### config.mk
export PLATFORM = sky130hd
export DESIGN_NAME = multicycle_control
export DESIGN_NICKNAME = d
export VERILOG_FILES = /design/src/rtl/multicycle_control.sv
export SDC_FILE = /design/constraint.sdc
export NUM_CORES = 1
export LEC_CHECK = 0
export CAP_MARGIN = 20
export CORE_ASPECT_RATIO = 1.5
export CORE_MARGIN = 4
export CORE_UTILIZATION = 50
export CTS_CLUSTER_SIZE = 20
export DETAILED_ROUTE_END_ITERATION = 10
export GPL_ROUTABILITY_DRIVEN = 0
export PLACE_DENSITY_LB_ADDON = 0.25
export SLEW_MARGIN = 20
export SYNTH_ARGS = -nofsm -noshare
export SYNTH_HDL_FRONTEND = slang
export SYNTH_SLANG_ARGS = --single-unit
### constraint.sdc
create_clock -name clk -period 2.83 [get_ports clk]
set_input_delay 0.566 -clock clk [delete_from_list [all_inputs] [get_ports clk]]
set_output_delay 0.566 -clock clk [all_outputs]
set_load 0.05 [all_outputs]
### src/rtl/multicycle_control.sv
// multicycle_control: FETCH/DECODE/EXEC/MEM/WB sequencer for the multi-cycle RISC core
module multicycle_control #(
    parameter int MEM_TIMEOUT = 16,
    parameter int CNT_W       = 16
) (
    input  logic             clk,
    input  logic             rst_n,
    input  logic             start,
    input  logic [5:0]       opCode,
    input  logic [4:0]       funCode,
    input  logic             branch_taken,
    input  logic             mem_ready,
    output logic             pc_write,
    output logic             ir_write,
    output logic             mem_read,
    output logic             mem_write,
    output logic             mem_is_data,
    output logic             alu_src_imm,
    output logic [3:0]       alu_op,
    output logic             reg_write,
    output logic             wb_from_mem,
    output logic             halted,
    output logic             error,
    output logic [CNT_W-1:0] instr_count
);

    localparam int WW = $clog2(MEM_TIMEOUT + 1);
    localparam logic [WW-1:0] TO_LAST = WW'(MEM_TIMEOUT - 1);

    typedef enum logic [2:0] {S_IDLE, S_FETCH, S_DECODE, S_EXEC, S_MEM, S_WB, S_HALT, S_ERROR} state_t;
    typedef enum logic [2:0] {C_NOP, C_R, C_HALT, C_JUMP, C_IMM, C_BRANCH, C_LOAD, C_STORE} cls_t;

    state_t        state;
    cls_t          cls;
    cls_t          dec_cls;
    state_t        decode_nxt;
    state_t        exec_nxt;
    state_t        mem_nxt;
    logic [3:0]    dec_op;
    logic [WW-1:0] wait_cnt;
    logic [7:0]    mo;
    logic          unused_fun;

    // Moore output vector for a state/class pair:
    // {mem_read, mem_write, mem_is_data, alu_src_imm, reg_write, wb_from_mem, halted, error}
    function automatic logic [7:0] moore(input state_t s, input cls_t c);
        moore = {s == S_FETCH || (s == S_MEM && c == C_LOAD),
                 s == S_MEM && c == C_STORE,
                 s == S_MEM,
                 s == S_EXEC && (c == C_IMM || c == C_LOAD || c == C_STORE),
                 s == S_WB,
                 s == S_WB && c == C_LOAD,
                 s == S_HALT,
                 s == S_ERROR};
    endfunction

    // Instruction class from the opcode currently in the instruction register
    always_comb begin
        dec_cls = C_NOP;
        casez (opCode)
            6'b000000: dec_cls = C_R;
            6'b000001: dec_cls = C_HALT;
            6'b000010: dec_cls = C_JUMP;
            6'b001???: dec_cls = C_IMM;
            6'b01????: dec_cls = C_BRANCH;
            6'b1?0???: dec_cls = C_LOAD;
            6'b1?1???: dec_cls = C_STORE;
            default:   dec_cls = C_NOP;
        endcase
    end

    assign dec_op = opCode[5]                                   ? 4'b0000 :
                    opCode == 6'b000000                         ? funCode[3:0] :
                    (opCode == 6'b001000 || opCode[5:4] == 2'b01) ? 4'b0001 :
                    opCode == 6'b001001                         ? 4'b0101 :
                    opCode == 6'b001111                         ? 4'b0100 : 4'b0000;
    assign unused_fun = funCode[4];

    assign decode_nxt = dec_cls == C_HALT ? S_HALT : S_EXEC;
    assign exec_nxt   = (cls == C_LOAD || cls == C_STORE) ? S_MEM :
                        (cls == C_R || cls == C_IMM)      ? S_WB  : S_FETCH;
    assign mem_nxt    = cls == C_LOAD ? S_WB : S_FETCH;

    assign {mem_read, mem_write, mem_is_data, alu_src_imm, reg_write, wb_from_mem, halted, error} = mo;

    // Handshake- and branch-dependent strobes stay combinational so they land in the same cycle
    assign ir_write = state == S_FETCH && mem_ready;
    assign pc_write = ir_write ||
                      (state == S_EXEC && (cls == C_JUMP || (cls == C_BRANCH && branch_taken)));

    // Sequencer: state, latched class/alu_op, wait counter, retire counter and registered outputs
    always_ff @(posedge clk or negedge rst_n) begin
        if (!rst_n) begin
            state       <= S_IDLE;
            cls         <= C_NOP;
            alu_op      <= 4'b0000;
            wait_cnt    <= '0;
            instr_count <= '0;
            mo          <= '0;
        end else begin
            case (state)
                S_IDLE: begin
                    wait_cnt <= '0;
                    if (start) begin
                        state <= S_FETCH;
                        mo    <= moore(S_FETCH, cls);
                    end
                end
                S_FETCH: begin
                    if (mem_ready) begin
                        state <= S_DECODE;
                        mo    <= moore(S_DECODE, cls);
                    end else if (wait_cnt == TO_LAST) begin
                        state <= S_ERROR;
                        mo    <= moore(S_ERROR, cls);
                    end else begin
                        wait_cnt <= wait_cnt + WW'(1);
                    end
                end
                S_DECODE: begin
                    state    <= decode_nxt;
                    cls      <= dec_cls;
                    alu_op   <= dec_op;
                    wait_cnt <= '0;
                    mo       <= moore(decode_nxt, dec_cls);
                end
                S_EXEC: begin
                    state    <= exec_nxt;
                    wait_cnt <= '0;
                    mo       <= moore(exec_nxt, cls);
                    if (exec_nxt == S_FETCH) instr_count <= instr_count + CNT_W'(1);
                end
                S_MEM: begin
                    if (mem_ready) begin
                        state    <= mem_nxt;
                        wait_cnt <= '0;
                        mo       <= moore(mem_nxt, cls);
                        if (mem_nxt == S_FETCH) instr_count <= instr_count + CNT_W'(1);
                    end else if (wait_cnt == TO_LAST) begin
                        state <= S_ERROR;
                        mo    <= moore(S_ERROR, cls);
                    end else begin
                        wait_cnt <= wait_cnt + WW'(1);
                    end
                end
                S_WB: begin
                    state       <= S_FETCH;
                    wait_cnt    <= '0;
                    mo          <= moore(S_FETCH, cls);
                    instr_count <= instr_count + CNT_W'(1);
                end
                default: ;
            endcase
        end
    end

endmodule

# After elaboration in Yosys (flattened, before gate mapping)
# Index checks and enable logic that the tools add are counted.
[word_totals] register_bits=39 n_memories=0 mem_bits_rw=0 in_bits=16 latchBits=0 mem_bits_ro=0 elab_cells=120
[classes] eq_ne=48 reduce_logical=36 order_cmp=0 shifts=0 muxes=28 div_mod_pow=0 n_mul=0 n_bitwise=0 addsub=2
[op_table] op="== test 3 bit (second input constant)" n=21
[op_table] op="2-to-1 mux 16 bit" n=3
[op_table] op="one-hot mux 16 bit (3 select lines)" n=1
[op_table] op="one-hot mux 8 bit (6 select lines)" n=1
[op_table] op="2-to-1 mux 3 bit" n=11
[op_table] op="2-to-1 mux 8 bit" n=4
[op_table] op="== test 3 x 2 -> 1 bit (second input constant)" n=7
[op_table] op="one-hot mux 3 bit (7 select lines)" n=1
[op_table] op="== test 3 x 1 -> 1 bit (second input constant)" n=6
[op_table] op="== test 6 x 4 -> 1 bit (second input constant)" n=3
[op_table] op="one-hot mux 3 bit (6 select lines)" n=1
[op_table] op="adder 16 x 1 -> 16 bit (second input constant)" n=1
[op_table] op="logical AND 1 bit" n=15
[op_table] op="2-to-1 mux 5 bit" n=3
[op_table] op="one-hot mux 5 bit (3 select lines)" n=1
[op_table] op="logical OR 1 bit" n=12
[op_table] op="2-to-1 mux 4 bit" n=2
[op_table] op="inequality test 2 bit (second input constant)" n=4
[op_table] op="== test 6 x 1 -> 1 bit (second input constant)" n=1
[op_table] op="== test 6 x 2 -> 1 bit (second input constant)" n=1
[op_table] op="zero test 6 bit" n=1
[op_table] op="nonzero test 3 bit" n=2
[op_table] op="nonzero test 6 bit" n=1
[op_table] op="adder 5 x 1 -> 5 bit (second input constant)" n=1
[op_table] op="8 further kinds" n=10

# Logic depth before layout (Yosys ltp)
# Gate-level depths: netlist of the first run.
[depth] depth_word=8 ltp_mapped=7 mapped_depth_nobuf=6

# Least setup slack after synthesis of the first run
# Ideal clock, no wire load.
[synth_timing] path_type="input to output" start="in mem_ready" end="out pc_write" t_arrival_ns=1.330 path_slack_ns=0.934 cell_stages=2 path_cell_list="and4bb_2 > a31o_2"
[synth_via] elab_chain_len=2
[synth_rtl] item="start: declaration" line="12" text="input logic mem_ready,"
[synth_rtl] item="logical AND 1 bit" line="87" text="assign ir_write = state == S_FETCH && mem_ready;"
[synth_rtl] item="logical OR 1 bit" line="88" text="assign pc_write = ir_write ||"
[synth_rtl] item="end: declaration" line="13" text="output logic pc_write,"
# Every way passes these cells.

# Worst setup path in the final report of the first run
# Ends and elaborated chain as after synthesis.

==> flow_summary.yaml, run 1 <==
run_status:
  status: "finished, final reports clean"
global_routing:
  grt_max_degree: 40
  grt_pass1_vias: 1536
  grt_pass1_wl_um: 7000
  grt_use_total_pct: 17.7
  antenna_found_initial: 0
  grt-ovfl-total: 0
floorplanning:
  coreArea_um2: 3960
  ioPinCount: 46
  start_util_pct: 52.0
  rows: 28
  die-area_um2: 5230
  die_y_um: 86.6
  fp.dieW_um: 60.4
routing:
  detail_route.vias_per_cell: 5.61
  drt-initial-drc-count: 58
  drc: 0
  vias: 1671
  ant_nets: 0
  wirelength_um: 4230
  dr.pass1.iters: 4
  wl_per_cell_um: 14.2
pwr:
  finalPower_mw: 2.55
  p_comb_share_pct: 47.8
  peakVddDrop_uv: 588
  p_sw_mw: 1.16
  p_sw_share_pct: 45.3
  p_clk_share_pct: 16.5
  seqPwrFrac_pct: 35.6
  power.density_nw_per_um2: 979
  internal-power_mw: 1.40
  p_leak_nw: 1.11
yosys:
  syn_inst: 213
  yosysTopAreaCellShare_pct: 47.4
  synth_most_common_cell: "dfrtp_1"
  yosysTopAreaCell: "dfrtp_1"
  yosys_register_bits: 39
  synth_cell_types: 45
  synth_edf_count: 0
  synth_fp_nets: 231
  yosysSeqAreaShare_pct: 47.4
  syn_area_per_cell_um2: 9.66
  synthArstFlopShare_pct: 100
  yosys_warnings: 0
  ys.flop_type: "dfrtp_1"
  yosys-top-cells-count: "dfrtp_1, xnor2_1, nand2_1"
  synthTopCellsByArea: "dfrtp_1, xnor2_1, a21oi_1, nand3_1, nand2_1"
  synth_area_um2: 2060
sta:
  finalHoldViolCount: 0
  slew_headroom_pct: 43.8
  rsz0062_at_grt: "no"
  setup_tns_ns: 0
  setup_violations: 0
  post-route-period-util_pct: 84.3
  maxClockFrequency_mhz: 419
  drv_slew: 0
  finClkSkew_ns: 0.00184
  worst_pin_slew_ns: 0.843
  fin_ws_ns: 0.445
  fin_crit_ns: 2.38
clocking:
  clkTransAtPathRegs_ns: 0.08
  cts_resized: 0
  max-clock-path-buffers: 2
  cts_max_level: 2
  post-cts-setup-buffers: 0
  numCtsBuffers: 5
  cts_tree: "built"
  hold_buffers: 0
  cts_sinks: 39
  clkLatencyLatePin_ns: 0.29
  cts-root-buf: "clkbuf_8"
worst_setup_path:
  r2r_end: "instr_count[1]"
  endpoint_kind: "output port"
  reg2reg_setup_slack_ns: 0.84
  cp_max_fo: 8
  startpoint: "mem_ready"
  rr_worst_depth: 4
  path_class: "in -> out"
  cp.arrival_ns: 1.82
  start_kind: "input pin"
  r2r-start: "state[2]"
  crit_required_ns: 2.26
placement:
  hpwl_um: 3080
  portBuffers: 44
  dp.cells: 290
  place_ws_ns: 0.443
final_layout:
  finish.utilization_pct: 65.9
  layoutNonFillerInstCount: 298
  fin_nets: 270
  n_antenna_cell: 0
  layout-drive-gt1-share_pct: 7.11
  n_fill_cell: 333
  areaGrowthSynthToFinish_pct: 26.9
run:
  maxCapViolCount: 0
worst_hold_path:
  hold_class: "in -> async"
-- power by group through the flow --
stage	sequential, mW	combinational (mW)	clock [mW]
after floorplan	1.08	0.734	0
after global placement	0.913	1.21	0
after detailed placement	0.922	1.23	0
after CTS	0.911	1.23	0.434
after global routing	0.944	1.32	0.459
final	0.911	1.22	0.423
-- flip-flops by register name, indices dropped and copies added, names as in the netlist --
signal       flops
mo               8
state            3
wait_cnt         5
cls              3
instr_count     16
alu_op           4
-- metal layers --
layer / share of wire, % / vias up / global-route usage (%)
met4: 1.8 / 0 / 7.86
met2: 52 / 42 / 31.0
met1: 41 / 782 / 20.0
li1: - / 841 / -
met5: 0 / - / 0
met3: 5.2 / 6 / 3.73
-- worst max path at each step --
stage | endpoint | slack [ns] | depth (start not counted)
after floorplan | pc_write | 0.93 | 2
after global placement | pc_write | 0.44 | 4
after detailed placement | pc_write | 0.44 | 4
after CTS | pc_write | 0.44 | 4
after global routing | pc_write | 0.39 | 4
final | pc_write | 0.45 | 4
-- kinds of logic (layout without fill, tap and decap cells) --
group	after synthesis	after routing	synth area share (%)
mux	2	2	1.09
fa+ha+maj	2	2	1.22
buf+inv	16	56	3.77
flops	39	39	47.4
compound gates	52	52	16.4
simple gates	80	80	20.7
xor+xnor	22	22	9.37
-- per-stage QoR --
| stage | cell area, um2 | hold slack [ns] |
|---|---|---|
| 6_report | 2610 | 0.370 |
| 5_1_grt | 2610 | 0.448 |
| 4_1_cts | 2610 | 0.412 |
| 3_5_place_dp | 2510 | 0.468 |
| 3_3_place_gp | 2510 | 0.463 |
| 2_1_floorplan | 2060 | 0.270 |
-- cell type report --
| type | count | area [um2] | area share (%) |
|---|---|---|---|
| Tap cell | 45 | 56.3 | 2.16 |
| Clock buffer | 7 | 96.3 | 3.69 |
| Sequential cell | 39 | 976 | 37.4 |
| Clock inverter | 1 | 7.51 | 0.288 |
| Multi-Input combinational cell | 158 | 1000 | 38.4 |
| Timing Repair Buffer | 44 | 455 | 17.4 |
| Inverter | 4 | 15.0 | 0.575 |
-- critical path, cell delays in order --
cell and delay, ns:
clkdlybuf4s50_1 0.53, and4bb_2 0.33, a31o_2 0.24, buf_12 0.15
-- layout by cell type, fill, tap and decap left out, types with 7 or more instances in the layout --
cell / instances
a21oi_1: 16
clkbuf_8: 7
nand2_1: 19
clkdlybuf4s50_1: 41
nand3_1: 15
o21ai_0: 13
nor2b_1: 7
xnor2_1: 20
nor2_1: 8
dfrtp_1: 39
Power figures use the tool's default switching activity.
==> inputs of run 2 (changes only) <==
--- a/config.mk
+++ b/config.mk
@@ -8,7 +8,7 @@
 export CAP_MARGIN = 20
 export CORE_ASPECT_RATIO = 1.5
 export CORE_MARGIN = 4
-export CORE_UTILIZATION = 50
+export CORE_UTILIZATION = 45
 export CTS_CLUSTER_SIZE = 20
 export DETAILED_ROUTE_END_ITERATION = 10
 export GPL_ROUTABILITY_DRIVEN = 0
==> constraint.sdc (replaced) <==
create_clock -name clk -period 2.1 [get_ports clk]
set_input_delay 0.42 -clock clk [delete_from_list [all_inputs] [get_ports clk]]
set_output_delay 0.42 -clock clk [all_outputs]
set_load 0.05 [all_outputs]
==> flow_summary.yaml, run 2 (synthesized netlist as in run 1, its figures left out) <==
sta:
  rsz0062_at_grt: "no"
  worst_pin_slew_ns: 0.509
  fin_ws_ns: 0.0983
  maxClockFrequency_mhz: 500
  drv_slew: 0
  setup_violations: 0
  slew_headroom_pct: 65.9
  finClkSkew_ns: 0.00474
  setup_tns_ns: 0
  finalHoldViolCount: 0
  post-route-period-util_pct: 95.3
  fin_crit_ns: 2.00
worst_setup_path:
  cp_max_fo: 6
  start_kind: "register"
  crit_buf_inv: 1
  cpMaxStageDelayCell: "clkdlybuf4s50_1"
  crit_required_ns: 1.68
  slowest_delay_ns: 0.84
  crit_family: "buffers and inverters"
  cp.arrival_ns: 1.58
  endpoint_kind: "output port"
  reg2reg_setup_slack_ns: 0.22
  crit_chain: "clkdlybuf4s50_1"
  path_class: "reg -> out"
final_layout:
  fin_nets: 281
  areaGrowthSynthToFinish_pct: 32.6
  layoutNonFillerInstCount: 310
  layout-drive-gt1-share_pct: 11.0
  final_cell_mix: "clkdlybuf4s50_1, dfrtp_1, xnor2_1"
  n_antenna_cell: 0
  final_common_cell: "clkdlybuf4s50_1"
  largest-register: "instr_count"
  largest_reg_flops: 16
  finish.utilization_pct: 63.2
  reg_top3: "instr_count x16, mo x8, wait_cnt x5"
global_routing:
  grt_pass1_vias: 1567
  grt-ovfl-total: 0
  grt_use_total_pct: 16.2
  antenna_found_initial: 0
  grt_max_degree: 40
  grt_pass1_wl_um: 7410
clocking:
  max-clock-path-buffers: 2
  post-cts-setup-buffers: 0
  numCtsBuffers: 5
  cts_sinks: 39
  clkLatencyLatePin_ns: 0.29
  cts-root-buf: "clkbuf_8"
  cts_resized: 0
  clkTransAtPathRegs_ns: 0.08
  hold_buffers: 0
  cts_max_level: 2
  cts_tree: "built"
routing:
  dr.pass1.iters: 4
  vias: 1754
  drc: 0
  detail_route.vias_per_cell: 5.66
  wirelength_um: 4360
  ant_nets: 0
  drt-initial-drc-count: 88
  wl_per_cell_um: 14.1
placement:
  place_ws_ns: 0.0294
  dp.cells: 302
  portBuffers: 44
  hpwl_um: 3220
pwr:
  p_leak_nw: 1.19
  power.density_nw_per_um2: 1370
  peakVddDrop_uv: 718
run_status:
  status: "finished, final reports clean"
floorplanning:
  die-area_um2: 5740
  ioPinCount: 46
  rows: 29
  start_util_pct: 47.6
  coreArea_um2: 4320
  fp.dieW_um: 63.2
  die_y_um: 90.8
run:
  maxCapViolCount: 0
worst_hold_path:
  hold_class: "in -> async"
[run 2: per-layer routing]
layer  global-route usage [%]  routed length [um]
met1                     19.2                1820
met2                     27.3                2200
met3                     4.23                 246
met4                     7.03                  87
met5                        0                   0
[run 2: where the power goes]
group	leakage [nW]	total, mW	internal (mW)	switching (mW)
Sequential	0.514	1.17	0.937	0.235
Combinational	0.614	1.82	0.744	1.07
Clock	0.0654	0.745	0.475	0.270
[run 2: layout make-up]
cell class / count / area (um2)
fill: 352 / 1590
multi-input combinational: 158 / 1010
sequential: 39 / 976
timing repair buffer: 55 / 541
clock buffer: 6 / 72.6
clock inverter: 2 / 60.1
tap: 46 / 57.6
inverter: 4 / 15.0
[run 2: worst paths after layout]
check                               startpoint              end  cells past startpoint
worst max-delay path            instr_count[2]   instr_count[2]                      1
max in group asynchronous                rst_n      wait_cnt[1]                      2
worst max register to register        state[2]   instr_count[1]                      4
worst min register to register           mo[5]            mo[5]                      1
worst min-delay path                     rst_n  instr_count[10]                      2
min in group clk                         mo[5]            mo[5]                      1
[run 2: per-stage QoR]
stage	hold WS (ns)	cell area [um2]	total power, mW
after floorplan	0.124	2060	2.45
after global placement	0.461	2590	2.97
after detailed placement	0.466	2590	3.00
after CTS	0.193	2720	3.75
after global routing	0.203	2730	3.97
final	0.166	2730	3.73
==> inputs of run 3 (changes only) <==
--- a/config.mk
+++ b/config.mk
@@ -9,6 +9,7 @@
 export CORE_ASPECT_RATIO = 1.5
 export CORE_MARGIN = 4
 export CORE_UTILIZATION = 45
+export CTS_BUF_LIST = sky130_fd_sc_hd__clkbuf_16
 export CTS_CLUSTER_SIZE = 20
 export DETAILED_ROUTE_END_ITERATION = 10
 export GPL_ROUTABILITY_DRIVEN = 0
==> flow_summary.yaml, run 3 (synthesized netlist as in run 1, its figures left out) <==
run_status:
  status: "finished, final reports clean"
clocking:
  cts_resized: 0
  cts-root-buf: "clkbuf_16"
  cts_tree: "built"
  clkTransAtPathRegs_ns: 0.06
  clkLatencyLatePin_ns: 0.28
  numCtsBuffers: 5
  max-clock-path-buffers: 2
  cts_max_level: 2
  post-cts-setup-buffers: 0
  hold_buffers: 0
  cts_sinks: 39
global_routing:
  antenna_found_initial: 0
  grt_pass1_wl_um: 7600
  grt_max_degree: 40
  grt_pass1_vias: 1619
  grt_use_total_pct: 16.6
  grt-ovfl-total: 0
placement:
  hpwl_um: 3220
  place_ws_ns: 0.0294
  portBuffers: 44
  dp.cells: 302
worst_setup_path:
  start_kind: "register"
  r2r-start: "state[2]"
  cp.arrival_ns: 1.56
  startpoint: "instr_count[2]"
  cp.depth: 1
  r2r_end: "instr_count[1]"
  cpMaxStageDelayCell: "clkdlybuf4s50_1"
  crit_family: "buffers and inverters"
  crit_path_end: "instr_count[2]"
  crit_chain: "clkdlybuf4s50_1"
  path_class: "reg -> out"
  reg2reg_setup_slack_ns: 0.24
  rr_worst_depth: 4
  slowest_delay_ns: 0.84
  crit_required_ns: 1.68
  cp_max_fo: 6
  crit_buf_inv: 1
  endpoint_kind: "output port"
sta:
  drv_slew: 0
  setup_tns_ns: 0
  slew_headroom_pct: 65.7
  finalHoldViolCount: 0
  finClkSkew_ns: 0.00425
  worst_pin_slew_ns: 0.514
  whs_ns: 0.184
  fin_ws_ns: 0.116
  fin_crit_ns: 1.98
  rsz0062_at_grt: "no"
  setup_violations: 0
  post-route-period-util_pct: 94.5
  maxClockFrequency_mhz: 504
final_layout:
  reg_top3: "instr_count x16, mo x8, wait_cnt x5"
  n_antenna_cell: 0
  n_fill_cell: 345
  largest_reg_flops: 16
  final_cell_mix: "clkdlybuf4s50_1, dfrtp_1, xnor2_1"
  seq_area_um2: 976
  fin_nets: 281
  areaGrowthSynthToFinish_pct: 35.3
  largest-register: "instr_count"
  layoutNonFillerInstCount: 310
  layout-drive-gt1-share_pct: 11.0
  multi_input_area_um2: 1010
  final_common_cell: "clkdlybuf4s50_1"
pwr:
  seqPwrFrac_pct: 29.6
  p_sw_share_pct: 40.5
  p_comb_share_pct: 46.0
  p_sw_mw: 1.61
  p_leak_nw: 1.22
  internal-power_mw: 2.36
  p_clk_share_pct: 24.4
  peakVddDrop_uv: 654
  power.density_nw_per_um2: 1420
worst_hold_path:
  hold_class: "in -> async"
routing:
  dr.pass1.iters: 4
  drc: 0
  drt-initial-drc-count: 88
  ant_nets: 0
  wl_per_cell_um: 14.3
  wirelength_um: 4440
  detail_route.vias_per_cell: 5.65
  vias: 1750
floorplanning:
  die_y_um: 90.8
  start_util_pct: 47.6
  fp.dieW_um: 63.2
  rows: 29
  die-area_um2: 5740
  coreArea_um2: 4320
  ioPinCount: 46
run:
  maxCapViolCount: 0
-- run 3: cell count changes in the layout (fill, tap and decap cells not counted), sizes merged --
cell	change
inv	+1
clkbuf	-1
-- run 3: area by class of cell --
| cell class | instances | share of cell area [%] |
|---|---|---|
| multi-input cells | 158 | 36.1 |
| flip-flops and latches | 39 | 35.1 |
| repair buffers | 55 | 19.4 |
| clock buffers | 5 | 4.49 |
| clock inverters | 3 | 2.29 |
| well taps | 46 | 2.07 |
| inverters | 4 | 0.539 |
-- run 3: worst min-delay path by stage --
stage | cells past startpoint | to | slack (ns) | from
final | 2 | instr_count[12] | 0.18 | rst_n
after global routing | 2 | wait_cnt[3] | 0.23 | rst_n
after CTS | 2 | instr_count[10] | 0.22 | rst_n
after floorplan | 0 | alu_op[0] | 0.12 | rst_n
after global placement | 1 | instr_count[15] | 0.46 | instr_count[15]
after detailed placement | 1 | mo[5] | 0.47 | mo[5]
-- run 3: per-layer routing --
metal | GRT usage, % | up-vias | part of all wire (%) | wire (um)
li1 | - | 870 | - | -
met1 | 19.5 | 819 | 42 | 1850
met2 | 28.0 | 54 | 50 | 2240
met3 | 3.86 | 7 | 5.7 | 252
met4 | 8.11 | 0 | 2.1 | 94
met5 | 0 | - | 0 | 0
-- run 3: per-stage QoR --
| stage | util, % | power (mW) | instance area, um2 |
|---|---|---|---|
| 2_1_floorplan | - | 2.45 | 2060 |
| 3_3_place_gp | 60.0 | 2.97 | 2590 |
| 3_5_place_dp | 60.0 | 3.00 | 2590 |
| 4_1_cts | 64.4 | 3.98 | 2780 |
| 5_1_grt | 64.5 | 4.20 | 2780 |
| 6_report | 64.5 | 3.96 | 2780 |
-- run 3: power by group through the flow --
stage	registers (mW)	clock network, mW	logic (mW)
floorplan	1.46	0	0.989
global placement	1.18	0	1.79
detailed placement	1.18	0	1.82
CTS	1.17	0.979	1.84
global route	1.21	1.02	1.98
finish	1.17	0.968	1.82
